File: config.mk
export PLATFORM = sky130hd
export DESIGN_NAME = color_bbox_tracker_flat
export DESIGN_NICKNAME = d
export VERILOG_FILES = /design/src/rtl/color_detect_pkg.sv /design/src/rtl/color_bbox_tracker_if.sv /design/src/rtl/bbox_axis_minmax.sv /design/src/rtl/color_bbox_tracker.sv /design/src/flat_wrapper.sv
export SDC_FILE = /design/constraint.sdc
export NUM_CORES = 1
export LEC_CHECK = 0
export BUFFER_PORTS_ARGS = -buffer_cell sky130_fd_sc_hd__buf_2
export CORE_MARGIN = 8
export CORE_UTILIZATION = 30
export CTS_CLUSTER_DIAMETER = 120
export DETAILED_ROUTE_END_ITERATION = 10
export PLACE_DENSITY = 0.56
export SYNTH_ARGS = -nofsm -noshare
export SYNTH_HDL_FRONTEND = slang
export SYNTH_HIERARCHICAL = 1
export SYNTH_SLANG_ARGS = --single-unit
File: constraint.sdc
create_clock -name clk -period 9.8 [get_ports clk]
set_clock_uncertainty 0.15 [all_clocks]
set_input_delay 0.49 -clock clk [delete_from_list [all_inputs] [get_ports clk]]
set_output_delay 0.49 -clock clk [all_outputs]
set_load 0.005 [all_outputs]
File: src/rtl/color_detect_pkg.sv
// color_detect_pkg: shared widths, defaults and types for the colour bounding-box tracker
package color_detect_pkg;
    localparam int COORD_W = 12;
    localparam int COUNT_W = 21;
    localparam int MIN_COUNT_DEFAULT = 64;
    typedef logic [COORD_W-1:0] coord_t;
    typedef logic [COUNT_W-1:0] count_t;
    typedef enum logic {WAIT_SOF, IN_FRAME} state_t;
endpackage

File: src/rtl/color_bbox_tracker_if.sv
// color_bbox_tracker_if: binary pixel stream in, per-frame bounding box results out
interface color_bbox_tracker_if;
    import color_detect_pkg::*;
    logic pix_valid;
    logic sof;
    logic eol;
    logic binary_in;
    coord_t x_min;
    coord_t x_max;
    coord_t y_min;
    coord_t y_max;
    count_t pix_count;
    logic bbox_valid;
    logic frame_done;
    modport master (
        output pix_valid, sof, eol, binary_in,
        input x_min, x_max, y_min, y_max, pix_count, bbox_valid, frame_done
    );
    modport slave (
        input pix_valid, sof, eol, binary_in,
        output x_min, x_max, y_min, y_max, pix_count, bbox_valid, frame_done
    );
endinterface

File: src/rtl/bbox_axis_minmax.sv
// bbox_axis_minmax: running min/max of one axis; min/max outputs already include the current beat
module bbox_axis_minmax
    import color_detect_pkg::*;
(
    input  logic   clk,
    input  logic   rst,
    input  logic   clear,
    input  logic   update,
    input  coord_t coord,
    output coord_t min,
    output coord_t max
);
    coord_t acc_min;
    coord_t acc_max;
    coord_t base_min;
    coord_t base_max;
    // clear restarts from the empty range so a pixel on the clearing beat is still counted
    always_comb begin
        base_min = clear ? '1 : acc_min;
        base_max = clear ? '0 : acc_max;
        min = (update && coord < base_min) ? coord : base_min;
        max = (update && coord > base_max) ? coord : base_max;
    end
    // hold the accumulated range between beats
    always_ff @(posedge clk) begin
        if (rst) begin
            acc_min <= '1;
            acc_max <= '0;
        end else begin
            acc_min <= min;
            acc_max <= max;
        end
    end
endmodule

File: src/rtl/color_bbox_tracker.sv
// color_bbox_tracker: bounding box and pixel count of matching pixels, reported once per frame
module color_bbox_tracker
    import color_detect_pkg::*;
#(
    parameter int H_ACTIVE  = 1280,
    parameter int V_ACTIVE  = 720,
    parameter int MIN_COUNT = MIN_COUNT_DEFAULT
) (
    input logic clk,
    input logic rst,
    color_bbox_tracker_if.slave bus
);
    state_t state;
    coord_t x;
    coord_t y;
    coord_t cx;
    coord_t cy;
    coord_t x_min_n;
    coord_t x_max_n;
    coord_t y_min_n;
    coord_t y_max_n;
    count_t count;
    count_t cnt_base;
    count_t cnt_n;
    logic accept;
    logic hit;
    logic fend;
    // a beat counts only inside a frame or when it opens one; sof forces coordinate (0,0)
    always_comb begin
        accept = bus.pix_valid && (bus.sof || state == IN_FRAME);
        hit = accept && bus.binary_in;
        cx = bus.sof ? '0 : x;
        cy = bus.sof ? '0 : y;
        fend = accept && bus.eol && cy == COORD_W'(V_ACTIVE - 1);
        cnt_base = bus.sof ? '0 : count;
        cnt_n = (hit && cnt_base != '1) ? cnt_base + 1'b1 : cnt_base;
    end
    bbox_axis_minmax u_x (
        .clk(clk), .rst(rst), .clear(accept && bus.sof), .update(hit),
        .coord(cx), .min(x_min_n), .max(x_max_n)
    );
    bbox_axis_minmax u_y (
        .clk(clk), .rst(rst), .clear(accept && bus.sof), .update(hit),
        .coord(cy), .min(y_min_n), .max(y_max_n)
    );
    // frame FSM, raster counters and result registers loaded on the frame-end beat
    always_ff @(posedge clk) begin
        if (rst) begin
            state <= WAIT_SOF;
            x <= '0;
            y <= '0;
            count <= '0;
            bus.x_min <= '0;
            bus.x_max <= '0;
            bus.y_min <= '0;
            bus.y_max <= '0;
            bus.pix_count <= '0;
            bus.bbox_valid <= 1'b0;
            bus.frame_done <= 1'b0;
        end else begin
            bus.frame_done <= fend;
            if (accept) begin
                count <= cnt_n;
                x <= bus.eol ? '0 : (cx == COORD_W'(H_ACTIVE - 1) ? cx : cx + 1'b1);
                y <= (bus.eol && cy != COORD_W'(V_ACTIVE - 1)) ? cy + 1'b1 : cy;
                state <= fend ? WAIT_SOF : IN_FRAME;
            end
            if (fend) begin
                bus.x_min <= cnt_n == '0 ? '0 : x_min_n;
                bus.x_max <= cnt_n == '0 ? '0 : x_max_n;
                bus.y_min <= cnt_n == '0 ? '0 : y_min_n;
                bus.y_max <= cnt_n == '0 ? '0 : y_max_n;
                bus.pix_count <= cnt_n;
                bus.bbox_valid <= cnt_n >= COUNT_W'(MIN_COUNT);
            end
        end
    end
endmodule

File: src/flat_wrapper.sv
// flat-port wrapper written by rule: the top's interface ports become plain ports
module color_bbox_tracker_flat import color_detect_pkg::*;
#(
    parameter int H_ACTIVE  = 1280,
    parameter int V_ACTIVE  = 720,
    parameter int MIN_COUNT = MIN_COUNT_DEFAULT
)
  (clk, rst, bus_pix_valid, bus_sof, bus_eol, bus_binary_in, bus_x_min, bus_x_max, bus_y_min, bus_y_max, bus_pix_count, bus_bbox_valid, bus_frame_done);
  color_bbox_tracker_if bus_i ();
  input logic clk;
  input logic rst;
  input wire logic [$bits(bus_i.pix_valid)-1:0] bus_pix_valid;
  input wire logic [$bits(bus_i.sof)-1:0] bus_sof;
  input wire logic [$bits(bus_i.eol)-1:0] bus_eol;
  input wire logic [$bits(bus_i.binary_in)-1:0] bus_binary_in;
  output wire logic [$bits(bus_i.x_min)-1:0] bus_x_min;
  output wire logic [$bits(bus_i.x_max)-1:0] bus_x_max;
  output wire logic [$bits(bus_i.y_min)-1:0] bus_y_min;
  output wire logic [$bits(bus_i.y_max)-1:0] bus_y_max;
  output wire logic [$bits(bus_i.pix_count)-1:0] bus_pix_count;
  output wire logic [$bits(bus_i.bbox_valid)-1:0] bus_bbox_valid;
  output wire logic [$bits(bus_i.frame_done)-1:0] bus_frame_done;
  assign bus_i.pix_valid = bus_pix_valid;
  assign bus_i.sof = bus_sof;
  assign bus_i.eol = bus_eol;
  assign bus_i.binary_in = bus_binary_in;
  assign bus_x_min = bus_i.x_min;
  assign bus_x_max = bus_i.x_max;
  assign bus_y_min = bus_i.y_min;
  assign bus_y_max = bus_i.y_max;
  assign bus_pix_count = bus_i.pix_count;
  assign bus_bbox_valid = bus_i.bbox_valid;
  assign bus_frame_done = bus_i.frame_done;
  color_bbox_tracker #(.H_ACTIVE(H_ACTIVE), .V_ACTIVE(V_ACTIVE), .MIN_COUNT(MIN_COUNT)) u_core (.clk(clk), .rst(rst), .bus(bus_i));
endmodule
---- Yosys cells after proc, flatten, opt, wreduce, memory -nomap -nowiden ----
Index checks and enable logic that the tools add are counted.
operators by class
  $add $sub $neg .......................... 3
  multipliers ............................. 0
  divide/modulo/power cells ............... 0
  $lt $le $gt $ge ......................... 5
  equality and inequality tests ........... 4
  shift operators ......................... 0
  mux-type cells .......................... 20
  bitwise operators ....................... 0
  reduce and logical (&&, ||, !) cells .... 13
operators by type and width
  kind                     number
  $mux W12                 17
  $mux W21                 2
  $add A12 B1 Y12 const B  2
  $gt A12 B12 Y1           2
  $lt A12 B12 Y1           2
  $add A21 B1 Y21 const B  1
  $ge A21 B7 Y1 const B    1
  $logic_not A21 Y1        1
  $ne A21 B21 Y1 const B   1
  $eq A12 B10 Y1 const B   1
  $eq A12 B11 Y1 const B   1
  $ne A12 B10 Y1 const B   1
  $logic_and A1 B1 Y1      11
  $logic_or A1 B1 Y1       1
  $mux W1                  1
word-level totals
  bits in registers ....................... 165
  bits in latches ......................... 0
  RAM bits ................................ 0
  ROM bits ................................ 0
  input port bits ......................... 6
  output and inout bits ................... 71
  logic and storage cells ................. 60
  memories ................................ 0

---- Logic depth before layout (Yosys ltp) ----
Gate-level depths: netlist of the first run.
  word-level depth ........................ 8
  depth in mapped cells ................... 18

---- Modules after synthesis ----
Netlist of the first run, hierarchy kept.
modules (own cells, without submodules)
  module              instances  cells an instance  area an instance (sq um)  sequential area each (sq um)
  color_bbox_tracker  1          628                5,406.4                   2,342.2
  bbox_axis_minmax    2          251                2,026.9                   480.5

---- Worst setup path before layout of the first run ----
No wires, ideal clock.
  path type ............................... input port to flip-flop
  start point ............................. input port bus_sof
  end point ............................... register u_core.bus.x_min[11]
  setup time .............................. 0.117 ns
  arrival time ............................ 4.322 ns
  data required time ...................... 9.533 ns
  slack ................................... 5.211 ns
  stages on the path ...................... 16
  cells stage by stage .................... buf_2 > buf_2 > clkbuf_1 > clkbuf_1 > nand2_1 > clkbuf_1 > inv_1 > clkbuf_1 > clkbuf_1 > nor2_1 > ha_1 > a21o_1 > a21o_1 > a2111oi_4 > mux2_1 > a22o_1
on the way
  word-level cells in the longest chain between the ends .. 8
  elaborated cells on any way between the ends .. 20
ends and longest elaborated chain
  what                    RTL line                     source
  start: declaration      flat_wrapper.sv:13           input wire logic [$bits(bus_i.sof)-1:0] bus_sof;
  $logic_or A1 B1 Y1      color_bbox_tracker.sv:30     accept = bus.pix_valid && (bus.sof || state == IN_FRAME);
  $logic_and A1 B1 Y1     color_bbox_tracker.sv:30
  $logic_and A1 B1 Y1     color_bbox_tracker.sv:39     .clk(clk), .rst(rst), .clear(accept && bus.sof), .update(hit),
  $mux W12                bbox_axis_minmax.sv:19       base_min = clear ? '1 : acc_min;
  $lt A12 B12 Y1          bbox_axis_minmax.sv:21       min = (update && coord < base_min) ? coord : base_min;
  $logic_and A1 B1 Y1     bbox_axis_minmax.sv:21
  $mux W12 (*)            bbox_axis_minmax.sv:21
  via u_core.x_min_n[11]  color_bbox_tracker.sv:18     coord_t x_min_n;
  $mux W12 (*)            color_bbox_tracker.sv:69     bus.x_min <= cnt_n == '0 ? '0 : x_min_n;
  end signal: assignment  color_bbox_tracker.sv:69
  end: declaration        color_bbox_tracker_if.sv:21  output x_min, x_max, y_min, y_max, pix_count, bbox_valid, frame_done
The timed path passes the listed nets; every way through them passes the cells marked *.
A chain may end at the register's enable or synchronous reset.

---- Worst setup path in the final report of the first run ----
  start point ............................. input port bus_sof
  end point ............................... register u_core.bus.y_min[0]
on the way
  word-level cells in the longest chain between the ends .. 8
  elaborated cells on any way between the ends .. 19
ends and longest elaborated chain
  what                                                                     RTL line                     source
  parallel branches: the longest is 8 deep, another holds $add A21 B1 Y21  -
  end signal: assignment                                                   color_bbox_tracker.sv:71     bus.y_min <= cnt_n == '0 ? '0 : y_min_n;
  end: declaration                                                         color_bbox_tracker_if.sv:21
Parallel ways; which one is timed is not known.

==> impl_metrics.env, run 1 <==
export IMPL_cts_sinks=165
export IMPL_clock_latency_ns=0.44
export IMPL_seq_area_frac_synth=0.349
export IMPL_synth_simple_gate_area_frac=0.240
export IMPL_min_from="u_core/bus.pix_count[19]$_SDFFE_PP0P_"
export IMPL_multi_input_area_sq_um=5640
export IMPL_route_detailed_drc=0
export IMPL_ys_seq_elements=165
export IMPL_avgRoutedWirePerCell_microns=16.3
export IMPL_fin_ws_ns=5.56
export IMPL_synth_compound_area_frac=0.204
export IMPL_detail_route_wirelength_mm=25.7
export IMPL_ys_types=70
export IMPL_synthXorXnorAreaFrac=0.0278
export IMPL_dp_cells=1547
export IMPL_slew_violations=0
export IMPL_layout_min_cycle_time_ns=4.24
export IMPL_cts_setup_buffers=0
export IMPL_required_ns=9.99
export IMPL_met1_length_mm=12.9
export IMPL_clockBufferDepth=2
export IMPL_drv_cap=0
export IMPL_numPortBuffers=76
export IMPL_dp_hpwl_mm=17.7
export IMPL_hold_path_class="reg2reg"
export IMPL_worst_pin_slew_ns=1.09
export IMPL_start_util=0.302
export IMPL_arrival_ns=4.43
export IMPL_synth_top_family_by_area="simple AND/OR/NAND/NOR gates"
export IMPL_io_pins=77
export IMPL_ant_nets=0
export IMPL_antenna_found_initial=1
export IMPL_post_cts_resize_count=0
export IMPL_synth_adder_area_share=0.0648
export IMPL_tns_ns=0
export IMPL_synth_nets=1185
export IMPL_ys_warn_count=6
export IMPL_place_congestion=0.845
export IMPL_power_density_nw_per_um2=134
export IMPL_track_usage=0.137
export IMPL_p_leak_nw=4.22
export IMPL_htreeDepth=4
export IMPL_cp_start_kind="input pin"
export IMPL_max_freq_mhz=236
export IMPL_fp_dieH_microns=194
export IMPL_fin_cells=1579
export IMPL_diodes=0
export IMPL_area_delta_synth_final_pct=12.8
export IMPL_drive_gt1_frac=0.121
export IMPL_place_area_sq_um=10100
export IMPL_row_count=65
export IMPL_timing_hold_violations_final=0
export IMPL_seqCellArea_sq_um=3300
export IMPL_clkTransAtPathRegs_ns=0.07
export IMPL_grt_pass1_wl_mm=43.0
export IMPL_max_slew_margin=0.266
export IMPL_grt_pass1_vias=8131
export IMPL_numCtsBuffers=17
export IMPL_synth_ff_type="dfxtp_1"
export IMPL_dpl_worst_slack_ns=5.09
export IMPL_netlist_instances=1130
export IMPL_timing_critical_path_from="bus_sof"
export IMPL_fillerInstances=3242
export IMPL_hold_buffers=0
export IMPL_cts_tree="yes"
export IMPL_rr_startpoint="u_core/count[0]$_SDFFE_PP0N_"
export IMPL_cts_root_buf="clkbuf_16"
export IMPL_design_area_sq_um=10700
export IMPL_vias_per_cell=5.30
export IMPL_synthMuxAreaShare=0.0571
export IMPL_grt_overflow_total=0
export IMPL_outcome="completed"
export IMPL_endpoint_kind="flip-flop"
export IMPL_synth_area_per_cell_sq_um=8.37
export IMPL_drt_pass1_iter_count=5
export IMPL_ir_worst_vdd_mv=0.121
export IMPL_period_share=0.433
export IMPL_worst_path_max_fanout=75
export IMPL_routed_top_layer="met5"
export IMPL_top_regs="u_core/bus.pix_count (21), u_core/count (21)"
export IMPL_synth_edf_count=0
export IMPL_route_met2_wl_mm=11.1
export IMPL_dieWidth_microns=194
export IMPL_async_flop_share=0
export IMPL_rsz0062_at_grt="false"
export IMPL_route_met3_wl_mm=1.31
export IMPL_core_sq_um=31300
export IMPL_drtIter0Drc=775
export IMPL_final_net_count=1219
export IMPL_setup_viol=0
export IMPL_die_area_sq_um=37500
export IMPL_grt_max_degree=76
export IMPL_setup_worst_path_class="in2reg"
export IMPL_num_vias=8374
export IMPL_design_power_total_mw=1.43
export IMPL_syn_area_sq_um=9460
## where the power goes
group / switching [mW] / total (mW) / internal (mW)
Sequential: 0.00577 / 0.684 / 0.679
Clock: 0.317 / 0.653 / 0.336
Combinational: 0.0605 / 0.0883 / 0.0279
Total: 0.383 / 1.43 / 1.04
## per-stage QoR
stage	utilization	hold slack, ns
after floorplan	-	0.298
after global routing	0.341	0.321
after global placement	0.323	0.287
final	0.341	0.304
after CTS	0.341	0.305
after detailed placement	0.323	0.294
## path summary, 6_finish.rpt
kind,slack (ns),cells after the start,end
worst max-delay path,5.56,12,u_core/bus.y_min[0]$_SDFFE_PP0P_
worst min-delay path,0.30,2,u_core/bus.pix_count[19]$_SDFFE_PP0P_
worst max register to register,5.80,10,u_core/bus.y_min[0]$_SDFFE_PP0P_
worst min register to register,0.30,2,u_core/bus.pix_count[19]$_SDFFE_PP0P_
## final cells by class
class,count,share of cell area
Clock buffer,17,0.0399
Clock inverter,15,0.0125
Inverter,49,0.0172
Multi-Input combinational cell,841,0.528
Sequential cell,165,0.309
Tap cell,402,0.0471
Timing Repair Buffer,90,0.0457
## cells in the final DEF (no fill, tap or decap), types with 10 or more instances in the layout
master / n
a211oi_1: 31
a21oi_1: 53
a22o_1: 48
a31oi_1: 20
buf_2: 75
buf_4: 15
clkbuf_16: 17
dfxtp_1: 165
ha_1: 49
inv_1: 47
mux2i_1: 48
nand2_1: 91
nand2b_1: 22
nand3_1: 24
nand4_1: 31
nor2_1: 118
nor2b_1: 45
nor3_1: 34
nor4_1: 14
o21ai_0: 16
o21ai_1: 14
o22ai_1: 10
o311ai_1: 14
o31a_1: 12
or3_1: 15
xnor2_1: 17
xor2_1: 13
## worst max-delay path, stage by stage
cell and delay, ns:
buf_2 0.09, buf_4 0.55, nor2b_1 0.19, ha_1 0.29, and3b_1 0.19, and4_1 0.31
a2111oi_0 0.56, xnor2_1 0.25, nand3_1 0.14, or4_1 0.41, o21a_2 0.54, a22o_1 0.33
## synth_stat cells (31+ instances only)
| library cell | count | area (sq um) |
|---|---|---|
| a211oi_1 | 31 | 233 |
| a21oi_1 | 53 | 265 |
| a22o_1 | 48 | 420 |
| clkbuf_1 | 52 | 195 |
| dfxtp_1 | 165 | 3300 |
| ha_1 | 49 | 613 |
| inv_1 | 48 | 180 |
| mux2i_1 | 48 | 480 |
| nand2_1 | 91 | 342 |
| nand4_1 | 31 | 194 |
| nor2_1 | 120 | 450 |
| nor2b_1 | 45 | 282 |
| nor3_1 | 34 | 170 |
## logic make-up after synthesis
group,after synthesis
AOI/OAI and AO/OA,265
xor gates and xnor gates,30
adders and majority gates,49
buffers and inverters,124
DFF,165
muxes,53
and+or+nand+nor,444
## routing by layer
metal	GRT usage	vias to the layer above
met5	0	-
met4	0.0430	2
met3	0.0311	31
met2	0.212	201
met1	0.186	3950
li1	-	4190
No activity file was read; power rests on OpenSTA's default activity.
==> run 2, diff against run 1 <==
- PLACE_DENSITY: 0.56 -> 0.57
- clock period: 9.8 -> 3.4 ns (I/O delays scaled with it)
==> run 2 against run 1 <==
  * Setup slack worse by 5.5 ns
  * Final cell count rose by 4.6%
  * Sequential cell count unchanged
  * Clock-buffer cell count up 1
  * Via count rose by 3.8%
  * Largest cell class unchanged
  * Sequential share of layout area decreased by 2.2 points
  * Register-to-register slack lost 5.7 ns
  * Core utilization increased by 2.6 points
  * Critical path type is now reg2reg
==> impl_metrics.env, run 2 (synthesis gave the netlist of run 1 again) <==
export IMPL_fin_ws_ns=0.0974
export IMPL_dpl_worst_slack_ns=0.0622
export IMPL_vias_per_cell=5.26
export IMPL_max_slew_margin=0.414
export IMPL_worst_pin_slew_ns=0.877
export IMPL_endpoint_kind="flip-flop"
export IMPL_grt_max_degree=105
export IMPL_avgRoutedWirePerCell_microns=16.2
export IMPL_path_cells="nor2b_2, ha_1, and3b_1, and4_4, buf_4, a21oi_4, mux2i_2, nand4b_1, or4_4, o21a_4, clkbuf_16, a22o_1"
export IMPL_cp_slowest_stage_delay_ns=0.52
export IMPL_arrival_ns=3.48
export IMPL_rsz0062_at_grt="false"
export IMPL_timing_hold_violations_final=0
export IMPL_grt_pass1_vias=8103
export IMPL_dp_cells=1615
export IMPL_most_common_layout_cells="dfxtp_1 (164), nor2_1 (114), nand2_1 (90)"
export IMPL_setup_worst_path_class="reg2reg"
export IMPL_cts_root_buf="clkbuf_16"
export IMPL_whs_path_depth=4
export IMPL_slew_violations=0
export IMPL_antenna_found_initial=1
export IMPL_period_share=0.971
export IMPL_setup_viol=0
export IMPL_drv_cap=0
export IMPL_cp_top_family="simple AND/OR/NAND/NOR gates"
export IMPL_required_ns=3.58
export IMPL_dieWidth_microns=194
export IMPL_hold_path_class="in2reg"
export IMPL_tns_ns=0
export IMPL_top_regs="u_core/bus.pix_count (21), u_core/count (21)"
export IMPL_area_delta_synth_final_pct=21.3
export IMPL_row_count=65
export IMPL_layout_min_cycle_time_ns=3.30
export IMPL_die_area_sq_um=37500
export IMPL_io_pins=77
export IMPL_start_util=0.302
export IMPL_clock_latency_ns=0.44
export IMPL_max_freq_mhz=303
export IMPL_min_to="u_core/x[7]$_SDFFE_PP0N_"
export IMPL_fin_cells=1652
export IMPL_num_vias=8695
export IMPL_drt_pass1_iter_count=6
export IMPL_htreeDepth=4
export IMPL_place_congestion=0.884
export IMPL_numCtsBuffers=17
export IMPL_p_leak_nw=4.66
export IMPL_grt_pass1_wl_mm=43.4
export IMPL_dp_hpwl_mm=19.0
export IMPL_ir_worst_vdd_mv=0.362
export IMPL_track_usage=0.138
export IMPL_reg2reg_depth=12
export IMPL_outcome="completed"
export IMPL_cp_num_buf_inv=2
export IMPL_power_density_nw_per_um2=388
export IMPL_reg2reg_slack_ns=0.1
export IMPL_ant_nets=0
export IMPL_fp_dieH_microns=194
export IMPL_min_from="bus_eol"
export IMPL_numPortBuffers=76
export IMPL_worst_path_max_fanout=12
export IMPL_place_area_sq_um=10700
export IMPL_drtIter0Drc=568
export IMPL_route_detailed_drc=0
export IMPL_grt_overflow_total=0
export IMPL_slowest_stage="or4_4"
export IMPL_clockBufferDepth=2
export IMPL_rr_startpoint="u_core/count[1]$_SDFFE_PP0N_"
export IMPL_detail_route_wirelength_mm=26.8
export IMPL_cts_sinks=165
export IMPL_core_sq_um=31300
export IMPL_layout_commonest_cell="dfxtp_1"
export IMPL_r2r_end="u_core/bus.y_min[9]$_SDFFE_PP0P_"
export IMPL_final_net_count=1292
export IMPL_design_area_sq_um=11500
export IMPL_cp_start_kind="flip-flop"
export IMPL_cts_tree="yes"
export IMPL_drive_gt1_frac=0.185
export IMPL_clkTransAtPathRegs_ns=0.07
[run 2: cell types whose count changed in the layout (fill, tap and decap cells not counted), sizes merged, moves of 2 or more]
cell,previous run,this run
bufinv,0,5
clkinvlp,3,1
clkbuf,17,19
inv,60,52
clkinv,1,4
buf,90,161
[run 2: layout make-up]
class,instances,area [sq um]
Tap cell,402,503
Inverter,49,186
Clock buffer,18,429
Timing Repair Buffer,163,1110
Sequential cell,165,3300
Fill cell,3182,19800
Multi-Input combinational cell,841,5720
Clock inverter,13,224
Antenna cell,1,2.50
[run 2: worst max-delay path by stage]
stage	startpoint	end	depth (start not counted)
floorplan	bus_sof	u_core/bus.x_min[11]$_SDFFE_PP0P_	17
finish	u_core/count[1]$_SDFFE_PP0N_	u_core/bus.y_min[9]$_SDFFE_PP0P_	12
detailed placement	bus_sof	u_core/bus.x_min[3]$_SDFFE_PP0P_	13
CTS	u_core/count[0]$_SDFFE_PP0N_	u_core/bus.x_min[3]$_SDFFE_PP0P_	12
global route	u_core/count[1]$_SDFFE_PP0N_	u_core/bus.x_min[7]$_SDFFE_PP0P_	11
global placement	u_core/count[0]$_SDFFE_PP0N_	u_core/bus.x_max[11]$_SDFFE_PP0P_	11
[run 2: per-stage QoR]
stage,hold slack (ns),util,power [mW]
floorplan,0.180,-,2.22
global placement,0.289,0.342,2.31
detailed placement,0.291,0.342,2.31
CTS,0.0177,0.363,4.50
global route,0.0886,0.366,4.62
finish,0.0360,0.367,4.45
[run 2: what timing repair did]
item / CTS / global route
setup endpoints to repair: 0 / 48
hold buffers: 1 / 0
hold endpoints to repair: 14 / 0
resized for setup: 0 / 11
buffers inserted: 0 / 2
[run 2: report_power, final]
part	switching [mW]	total [mW]	internal [mW]	leakage [nW]
Combinational	0.192	0.305	0.113	3.01
Sequential	0.0147	1.97	1.96	1.33
Clock	0.860	2.18	1.32	0.315
Total	1.07	4.45	3.39	4.66
[run 2: routing by layer]
metal,vias up,GRT usage,wire length [microns]
li1,4339,-,-
met2,198,0.210,11500
met4,2,0.0319,238
met5,-,0,13
met3,19,0.0330,1360
met1,4137,0.194,13700
[run 2: worst reg2reg max path: cells and delay by family, from the launching register on]
family	cells	cell delay [ns]
AND/OR/NAND/NOR	5	1.18
AO/OA/AOI/OAI	3	0.71
buffers and inverters	2	0.36
flip-flops	1	0.31
multiplexers	1	0.27
adder cells (fa/ha/maj)	1	0.22
==> run 3, diff against run 2 <==
- CORE_UTILIZATION: 30 -> 40
- PLACE_DENSITY: 0.57 -> 0.69
==> run 3 against run 2 <==
  * Worst hold slack improved by 0.012 ns
  * Via count increased by 0.87%
  * Cell area decreased by 1.5%
  * Clock-buffer cell count increased by 2
  * Critical endpoint is now u_core/bus.x_max[3]$_SDFFE_PP0P_
  * Core utilization increased by 12 points
==> impl_metrics.env, run 3 (synthesis gave the netlist of run 1 again) <==
export IMPL_hold_path_class="in2reg"
export IMPL_core_sq_um=23300
export IMPL_dpl_worst_slack_ns=0.0808
export IMPL_path_cells="nor2b_2, ha_1, and3b_1, and4_4, buf_6, a21oi_4, mux2i_2, nand4b_1, or4_4, o21a_4, clkbuf_16, a22o_1"
export IMPL_grt_max_degree=64
export IMPL_io_pins=77
export IMPL_layout_min_cycle_time_ns=3.31
export IMPL_outcome="completed"
export IMPL_vias_per_cell=5.61
export IMPL_die_area_sq_um=28800
export IMPL_drv_cap=0
export IMPL_fp_dieH_microns=170
export IMPL_setup_viol=0
export IMPL_dp_hpwl_mm=18.2
export IMPL_cts_root_buf="clkbuf_16"
export IMPL_clock_latency_ns=0.44
export IMPL_cp_start_kind="flip-flop"
export IMPL_rsz0062_at_grt="false"
export IMPL_grt_pass1_vias=8372
export IMPL_p_leak_nw=4.60
export IMPL_route_detailed_drc=0
export IMPL_min_from="bus_eol"
export IMPL_period_share=0.974
export IMPL_row_count=56
export IMPL_worst_pin_slew_ns=1.23
export IMPL_drt_pass1_iter_count=5
export IMPL_drive_gt1_frac=0.182
export IMPL_final_net_count=1286
export IMPL_timing_critical_path_from="u_core/count[0]$_SDFFE_PP0N_"
export IMPL_area_delta_synth_final_pct=19.4
export IMPL_slowest_stage="or4_4"
export IMPL_fillerInstances=2241
export IMPL_timing_hold_violations_final=0
export IMPL_max_freq_mhz=302
export IMPL_place_congestion=0.977
export IMPL_cp_slowest_stage_delay_ns=0.50
export IMPL_ant_nets=0
export IMPL_track_usage=0.175
export IMPL_cp_top_family="simple AND/OR/NAND/NOR gates"
export IMPL_endpoint_kind="flip-flop"
export IMPL_most_common_layout_cells="dfxtp_1 (164), nor2_1 (114), nand2_1 (90)"
export IMPL_htreeDepth=4
export IMPL_fin_ws_ns=0.0885
export IMPL_diodes=0
export IMPL_power_density_nw_per_um2=368
export IMPL_antenna_found_initial=1
export IMPL_clockBufferDepth=2
export IMPL_slew_violations=0
export IMPL_numCtsBuffers=17
export IMPL_whs_ns=0.0477
export IMPL_avgRoutedWirePerCell_microns=16.9
export IMPL_cts_sinks=165
export IMPL_drtIter0Drc=617
export IMPL_grt_overflow_total=0
export IMPL_required_ns=3.57
export IMPL_detail_route_wirelength_mm=26.4
export IMPL_numPortBuffers=76
export IMPL_worst_path_max_fanout=7
export IMPL_design_area_sq_um=11300
export IMPL_final_core_util=0.484
export IMPL_setup_worst_path_class="reg2reg"
export IMPL_rr_startpoint="u_core/count[0]$_SDFFE_PP0N_"
export IMPL_max_slew_margin=0.178
export IMPL_dieWidth_microns=170
export IMPL_place_area_sq_um=10500
export IMPL_top_regs="u_core/bus.pix_count (21), u_core/count (21)"
export IMPL_num_vias=8771
export IMPL_clkTransAtPathRegs_ns=0.07
export IMPL_cts_tree="yes"
export IMPL_arrival_ns=3.48
export IMPL_tns_ns=0
export IMPL_ir_worst_vdd_mv=0.282
export IMPL_start_util=0.405
export IMPL_grt_pass1_wl_mm=42.0
export IMPL_cp_num_buf_inv=2
export IMPL_layout_commonest_cell="dfxtp_1"
run 3: cell count changes in the layout (fill, tap and decap cells not counted), sizes merged, moves of 3 or more:
cell / previous run / this run
buf: 161 / 153
bufinv: 5 / 1
clkbuf: 19 / 23
clkinvlp: 1 / 4
run 3: layout make-up:
type / count / area [sq um] / area share
clock buffer: 20 / 457 / 0.0404
clock inverter: 12 / 120 / 0.0106
inverter: 49 / 186 / 0.0165
multi-input combinational: 841 / 5720 / 0.506
sequential: 165 / 3300 / 0.292
tap: 319 / 399 / 0.0353
timing repair buffer: 157 / 1110 / 0.0987
run 3: metrics by stage:
stage	power [mW]	std cells
floorplan	2.22	1130
global placement	2.29	1520
detailed placement	2.30	1520
CTS	4.18	1553
global route	4.30	1563
finish	4.16	1563
run 3: final timing paths:
| check | to | slack [ns] | cells past startpoint |
|---|---|---|---|
| setup / recovery | u_core/bus.x_max[3]$_SDFFE_PP0P_ | 0.09 | 12 |
| hold / removal | u_core/x[7]$_SDFFE_PP0N_ | 0.05 | 4 |
| setup reg to reg | u_core/bus.x_max[3]$_SDFFE_PP0P_ | 0.09 | 12 |
| hold reg to reg | u_core/bus.pix_count[11]$_SDFFE_PP0P_ | 0.30 | 2 |
run 3: layer usage:
| metal | global-route usage | up-vias | part of all wire |
|---|---|---|---|
| met5 | 0 | - | 0.00049 |
| met4 | 0.0508 | 2 | 0.016 |
| met3 | 0.0423 | 29 | 0.073 |
| met2 | 0.278 | 294 | 0.45 |
| met1 | 0.231 | 4133 | 0.46 |
| li1 | - | 4313 | - |
run 3: where the power goes:
group | total [mW] | internal [mW] | switching [mW]
Clock | 1.89 | 1.06 | 0.834
Combinational | 0.293 | 0.107 | 0.186
Sequential | 1.97 | 1.96 | 0.0156
Total | 4.16 | 3.12 | 1.04
run 3: what timing repair did:
action / 4_1_cts / 5_1_grt
hold buffers: 1 / 0
buffers inserted: 0 / 4
endpoints found under the setup margin: 0 / 48
endpoints found under the hold margin: 6 / 0
resized for setup: 0 / 15
run 3: tightest hold or removal path: stages:
cell and delay [ns]:
buf_2 0.22, a21oi_1 0.06, nor2_1 0.08, nor3_1 0.05
